[src/rtl/addsub_bist.sv]
// Purpose: on-chip stimulus generator and response checker for a WIDTH-bit adder-subtractor.
// Latency: 2+SETTLE_CYCLES cycles per vector, NUM_VECTORS*(2+SETTLE_CYCLES) cycles per run.
// Backpressure: none; start is accepted only in IDLE/DONE and ignored while busy.
// Build option: define ADDSUB_BIST_STOP_ON_ERR_EN to end the run on the first mismatching vector.
module addsub_bist #(
  parameter int          WIDTH         = 4,        // 2..8
  parameter int          NUM_VECTORS   = 10,       // 1..255
  parameter int          SETTLE_CYCLES = 1,        // >= 1
  parameter logic [15:0] SEED          = 16'hACE1  // 0 is remapped to 1
) (
  input  logic             clk,
  input  logic             rst_n,
  input  logic             start,
  output logic             busy,
  output logic             done,
  output logic             pass,
  output logic [WIDTH-1:0] A_o,
  output logic [WIDTH-1:0] B_o,
  output logic             Cin_o,
  input  logic [WIDTH-1:0] S_i,
  input  logic             Cout_i,
  input  logic             V_i,
  output logic [7:0]       vec_count,
  output logic [7:0]       err_count
);

  // An all-zero Galois LFSR never leaves zero, so a zero seed is remapped.
  localparam logic [15:0] SEED_EFF  = (SEED == 16'h0000) ? 16'h0001 : SEED;
  localparam logic [15:0] LFSR_MASK = 16'hB400;
  localparam int          WCW       = (SETTLE_CYCLES > 1) ? $clog2(SETTLE_CYCLES) : 1;
  localparam logic [WCW-1:0] WAIT_LAST = WCW'(SETTLE_CYCLES - 1);
  localparam logic [7:0]  VEC_LAST  = 8'(NUM_VECTORS);

`ifdef ADDSUB_BIST_STOP_ON_ERR_EN
  localparam bit STOP_ON_ERR = 1'b1;
`else
  localparam bit STOP_ON_ERR = 1'b0;
`endif

  typedef enum logic [2:0] {
    ST_IDLE,
    ST_DRIVE,
    ST_WAIT,
    ST_CHECK,
    ST_DONE
  } state_t;

  state_t           state, state_nxt;
  logic [15:0]      lfsr, lfsr_nxt, lfsr_step;
  logic [WCW-1:0]   wait_cnt, wait_cnt_nxt;
  logic [WIDTH-1:0] a_nxt, b_nxt;
  logic             cin_nxt;
  logic             busy_nxt, done_nxt, pass_nxt;
  logic [7:0]       vec_nxt, err_nxt;

  logic [WIDTH-1:0] bx;
  logic [WIDTH:0]   gold;
  logic             ve;
  logic             mismatch;
  logic [7:0]       vec_inc;
  logic [7:0]       err_inc;
  logic             end_run;

  // Golden model of the unit under test, evaluated on the held operands.
  always_comb begin
    bx       = B_o ^ {WIDTH{Cin_o}};
    gold     = {1'b0, A_o} + {1'b0, bx} + {{WIDTH{1'b0}}, Cin_o};
    ve       = (A_o[WIDTH-1] == bx[WIDTH-1]) && (gold[WIDTH-1] != A_o[WIDTH-1]);
    mismatch = ({S_i, Cout_i, V_i} != {gold[WIDTH-1:0], gold[WIDTH], ve});
  end

  // One Galois right-shift step of the pattern generator.
  always_comb begin
    lfsr_step = {1'b0, lfsr[15:1]} ^ (lfsr[0] ? LFSR_MASK : 16'h0000);
  end

  // Counter updates for the vector being checked; the error count saturates.
  always_comb begin
    vec_inc = vec_count + 8'd1;
    err_inc = (mismatch && (err_count != 8'hFF)) ? (err_count + 8'd1) : err_count;
    end_run = (vec_inc == VEC_LAST) || (STOP_ON_ERR && mismatch);
  end

  // Next-state and next-output logic; everything holds unless a state says otherwise.
  always_comb begin
    state_nxt    = state;
    lfsr_nxt     = lfsr;
    wait_cnt_nxt = wait_cnt;
    a_nxt        = A_o;
    b_nxt        = B_o;
    cin_nxt      = Cin_o;
    busy_nxt     = busy;
    done_nxt     = done;
    pass_nxt     = pass;
    vec_nxt      = vec_count;
    err_nxt      = err_count;

    case (state)
      ST_IDLE, ST_DONE: begin
        // A new run always replays the same sequence from the seed.
        if (start) begin
          state_nxt = ST_DRIVE;
          lfsr_nxt  = SEED_EFF;
          a_nxt     = SEED_EFF[WIDTH-1:0];
          b_nxt     = SEED_EFF[2*WIDTH-1:WIDTH];
          cin_nxt   = 1'b0;
          busy_nxt  = 1'b1;
          done_nxt  = 1'b0;
          pass_nxt  = 1'b0;
          vec_nxt   = 8'd0;
          err_nxt   = 8'd0;
        end
      end

      ST_DRIVE: begin
        // Operands are already on the bus; start the settle timer.
        state_nxt    = ST_WAIT;
        wait_cnt_nxt = '0;
      end

      ST_WAIT: begin
        if (wait_cnt == WAIT_LAST) begin
          state_nxt = ST_CHECK;
        end else begin
          wait_cnt_nxt = wait_cnt + 1'b1;
        end
      end

      ST_CHECK: begin
        vec_nxt  = vec_inc;
        err_nxt  = err_inc;
        lfsr_nxt = lfsr_step;
        if (end_run) begin
          // Operands are left untouched so a failing vector stays visible.
          state_nxt = ST_DONE;
          busy_nxt  = 1'b0;
          done_nxt  = 1'b1;
          pass_nxt  = (err_inc == 8'd0);
        end else begin
          // Even vectors add, odd vectors subtract.
          state_nxt = ST_DRIVE;
          a_nxt     = lfsr_step[WIDTH-1:0];
          b_nxt     = lfsr_step[2*WIDTH-1:WIDTH];
          cin_nxt   = vec_inc[0];
        end
      end

      default: begin
        state_nxt = ST_IDLE;
      end
    endcase
  end

  // State and output registers; reset forces IDLE with all outputs low.
  always_ff @(posedge clk or negedge rst_n) begin
    if (!rst_n) begin
      state     <= ST_IDLE;
      lfsr      <= SEED_EFF;
      wait_cnt  <= '0;
      A_o       <= '0;
      B_o       <= '0;
      Cin_o     <= 1'b0;
      busy      <= 1'b0;
      done      <= 1'b0;
      pass      <= 1'b0;
      vec_count <= 8'd0;
      err_count <= 8'd0;
    end else begin
      state     <= state_nxt;
      lfsr      <= lfsr_nxt;
      wait_cnt  <= wait_cnt_nxt;
      A_o       <= a_nxt;
      B_o       <= b_nxt;
      Cin_o     <= cin_nxt;
      busy      <= busy_nxt;
      done      <= done_nxt;
      pass      <= pass_nxt;
      vec_count <= vec_nxt;
      err_count <= err_nxt;
    end
  end

endmodule

[config.mk]
export PLATFORM = sky130hd
export DESIGN_NAME = addsub_bist
export DESIGN_NICKNAME = d
export VERILOG_FILES = /design/src/rtl/addsub_bist.sv
export SDC_FILE = /design/constraint.sdc
export NUM_CORES = 1
export LEC_CHECK = 0
export CORE_MARGIN = 10
export CORE_UTILIZATION = 55
export DETAILED_ROUTE_END_ITERATION = 10
export GPL_TIMING_DRIVEN = 1
export PLACE_DENSITY_LB_ADDON = 0.25
export SYNTH_ARGS = -nofsm -noshare
export SYNTH_HDL_FRONTEND = slang
export SYNTH_SLANG_ARGS = --single-unit
[constraint.sdc]
create_clock -name clk -period 5.9 [get_ports clk]
set_input_delay 1.18 -clock clk [delete_from_list [all_inputs] [get_ports clk]]
set_output_delay 1.18 -clock clk [all_outputs]
set_load 0.01 [all_outputs]
==> summary.txt <==
Pwr
  – Switch Pwr: approximately 690 uW
  – Comb pwr share: between 40% and 50%
  – VDD IR-drop max: about 0.0003 V
  – Pwr Total: about 1700 uW
  – Sw Ratio: between 40% and 50%
  – Part of the power in the clock network: around 16%
  – Cell area power density: between 500 and 600 nW/um^2
  – LEAKAGE: roughly 0.0013 uW
  – Power share of the sequential group: about a third
  – Internal power: roughly 990 uW

Clock tree
  – Root buffer cell: clkbuf_8
  – Htree depth: 2
  – Number of buffers created by CTS: 5
  – Longest Clk Path Bufs: 2
  – CTS-repair resized insts: 0
  – # hold bufs at CTS: 0
  – Clock latency on the worst-skew pair: around 0.30 ns
  – CTS tree: yes
  – Postcts setup bufs: 0
  – Sinks on Clock Net: 47
  – Clock transition at path regs: roughly 0.08 ns

Critical path
  – FF-to-FF End: err_count[0]
  – CP Launch Point: S_i[0]
  – Reg-to-reg critical path startpoint: B_o[0]
  – CP endpoint: err_count[0]
  – Worst Path Arrival: approximately 3.2 ns
  – Cells on worst reg2reg path: 8
  – Endpoint class of the critical path: flop
  – Maximum fanout along the worst path: 10
  – R2R setup slack: around 3.0 ns
  – Req. time, crit path: slightly above 6 ns
  – CP startpoint kind: input pin
  – Critical path class: input pin to flop

Routing
  – TritonRoute pass-1 iters: 4
  – DR DRC count: 0
  – Antenna viol nets, final: 0
  – Via-to-Cell Ratio: 5.871
  – DR iter-0 viols: just over 100
  – WL final: ~5.7 mm
  – DR vias: 2096
  – Wire per inst: 15.85 microns

Place
  – Placer Congestion: approximately 0.86
  – Detailed Place HPWL: 4.008 mm
  – Post-DP Area: 2914 sq um
  – Port Buffer Count: 36
  – Setup WS pre-CTS: ~2.6 ns

Floorplanning
  – # IOs: 37
  – Core Rows: 24
  – Die ar.: between 7000 and 8000 sq um
  – Chip height: ~88 microns
  – Initial Util: between 50% and 60%
  – Die width: 87.74 microns
  – Core region area: 4414 sq um

Global routing
  – First-pass GRT wire length: around 9.6 mm
  – Vias in the first global route: about 2100
  – GRT Util Overall: around 15%
  – Initial antenna violation count: 0
  – Pin count of the biggest net entering global routing: 48
  – Total gr overflow: 0

Timing
  – Worst Tran Pin Value: roughly 1 ns
  – Final period util: between 50% and 60%
  – Final Max Slew Viols: 0
  – Slew HR: between 30% and 40%
  – Layout Skew: roughly 0.0044 ns
  – Setup Viol. Count Final: 0
  – Worst setup margin: 2.933 ns
  – Setup TNS: 0 ns
  – Period minus WS final: just under 3 ns
  – Fmax achieved: 0.3371 GHz
  – RSZ-0062 raised after global routing: no
  – Hold WS: around 0.47 ns
  – Final hold violations: 0

Yosys
  – Ys Warns: 0
  – Syn Inst Count: between 200 and 300
  – Sequential area share after synthesis: a little under half
  – Cell variety after synth: 52
  – Post-synth EDFFs: 0
  – Mapped Avg Cell Area: a little over 9 sq um
  – Post-synthesis net count: roughly 290
  – Async set-reset flop share out of synthesis: 100.0%
  – Synth Flop Type: dfrtp_1
  – Synthesized flop and latch total: between 40 and 50
  – Cell Area, Synth: roughly 2500 sq um

Final layout
  – Fill cell count: ~370
  – Share of cells above drive strength 1: under 10%
  – Layout Nets: between 300 and 400
  – Finished Cell Area: 3047 sq um
  – Diodes inserted: 0
  – P&R area growth vs syn: 20.72%

Run status
  – Outcome: completed

Job
  – Max cap viols: 0

Hold path
  – Worst hold-check path type: flop to flop
[worst min path at each step]
stage,from,endpoint,slack [ns],depth (start not counted)
finish,state[2],state[1],0.47,1
CTS,state[2],state[1],0.47,1
floorplan,state[2],state[1],0.42,1
global route,state[2],state[1],0.49,1
detailed placement,state[2],state[1],0.46,1
global placement,state[2],state[1],0.44,1
[registers in the layout, indices dropped and copies added (netlist names)]
signal	flops
lfsr	16
err_count	8
vec_count	8
A_o	4
B_o	4
state	3
Cin_o	1
busy	1
done	1
pass	1
[cells by family (layout without fill, tap and decap cells)]
kind of cell	count (synthesis)	after routing	share of synthesized area, %
flip-flops	47	47	47.00
multiplexers	4	4	1.636
adder cells (fa/ha/maj)	7	7	3.768
buffers and inverters	20	55	2.975
AO/OA/AOI/OAI	74	74	19.73
AND/OR/NAND/NOR	105	105	20.38
XOR/XNOR	13	13	4.512
[layout make-up]
cell class                      count  area [sq um]  area share (%)
Inverter                           10         37.54           1.232
Tap cell                           52         65.06           2.136
Clock buffer                        6         72.57           2.382
Clock inverter                      2         60.06           1.971
Multi-Input combinational cell    203          1262           41.44
Timing Repair Buffer               37         362.8           11.91
Sequential cell                    47          1186           38.93
[worst max-delay path, stage by stage]
cell and delay [ns]:
clkdlybuf4s50_1 0.47, xnor2_1 0.13, xnor2_1 0.12, a2111oi_4 0.37, nand4b_4 0.25, nand2_1 0.24, nor2_1 0.09, mux2_2 0.30
[power by group through the flow]
stage	sequential (uW)	clock [uW]	combinational, uW
2_1_floorplan	582	0	560
5_1_grt	595	293	924
6_report	578	276	827
3_3_place_gp	579	0	802
4_1_cts	576	281	840
3_5_place_dp	581	0	836
[through the flow]
stage / util, % / std cells
after detailed placement: 66.01 / 349
after floorplan: - / 270
final: 69.02 / 357
after CTS: 69.02 / 357
after global placement: 66.01 / 349
after global routing: 69.02 / 357
[placed cells by master (no fill, tap or decap), types with 4 or more instances in the layout]
| cell | synthesis | routed |
|---|---|---|
| nand2_1 | 43 | 43 |
| dfrtp_1 | 39 | 39 |
| clkdlybuf4s50_1 | 0 | 35 |
| nor2_1 | 25 | 25 |
| o21ai_0 | 24 | 24 |
| a21oi_1 | 14 | 14 |
| inv_1 | 10 | 10 |
| nand3_1 | 9 | 9 |
| xnor2_1 | 8 | 8 |
| dfstp_2 | 8 | 8 |
| a31oi_1 | 7 | 7 |
| ha_1 | 6 | 6 |
| xor2_1 | 5 | 5 |
| clkbuf_8 | 0 | 5 |
| nor3b_1 | 4 | 4 |
| and3_1 | 4 | 4 |
| a22o_1 | 4 | 4 |
[cell usage after synthesis, types with 2 or more instances]
master,instances,area (sq um)
nand2_1,43,161.4
dfrtp_1,39,975.9
nor2_1,25,93.84
o21ai_0,24,120.1
a21oi_1,14,70.07
inv_1,10,37.54
clkbuf_1,9,33.78
nand3_1,9,45.04
dfstp_2,8,210.2
xnor2_1,8,70.07
a31oi_1,7,43.79
ha_1,6,75.07
xor2_1,5,43.79
a22o_1,4,35.03
and3_1,4,25.02
nor3b_1,4,30.03
mux2i_1,3,30.03
nand4_1,3,18.77
nor4_1,3,18.77
o22ai_1,3,18.77
a211oi_1,2,15.01
a21boi_0,2,15.01
and2_1,2,12.51
nand3b_1,2,15.01
nor3_1,2,10.01
o31ai_1,2,15.01
o41ai_1,2,17.52
[metal layers]
| metal | global-route usage, % | part of all wire [%] | vias to the layer above |
|---|---|---|---|
| li1 | - | - | 1038 |
| met1 | 17.92 | 44 | 1008 |
| met2 | 24.67 | 48 | 43 |
| met3 | 4.921 | 6.1 | 7 |
| met4 | 5.217 | 1.4 | 0 |
| met5 | 0 | 0 | - |
(Power assumes the default switching activity.)
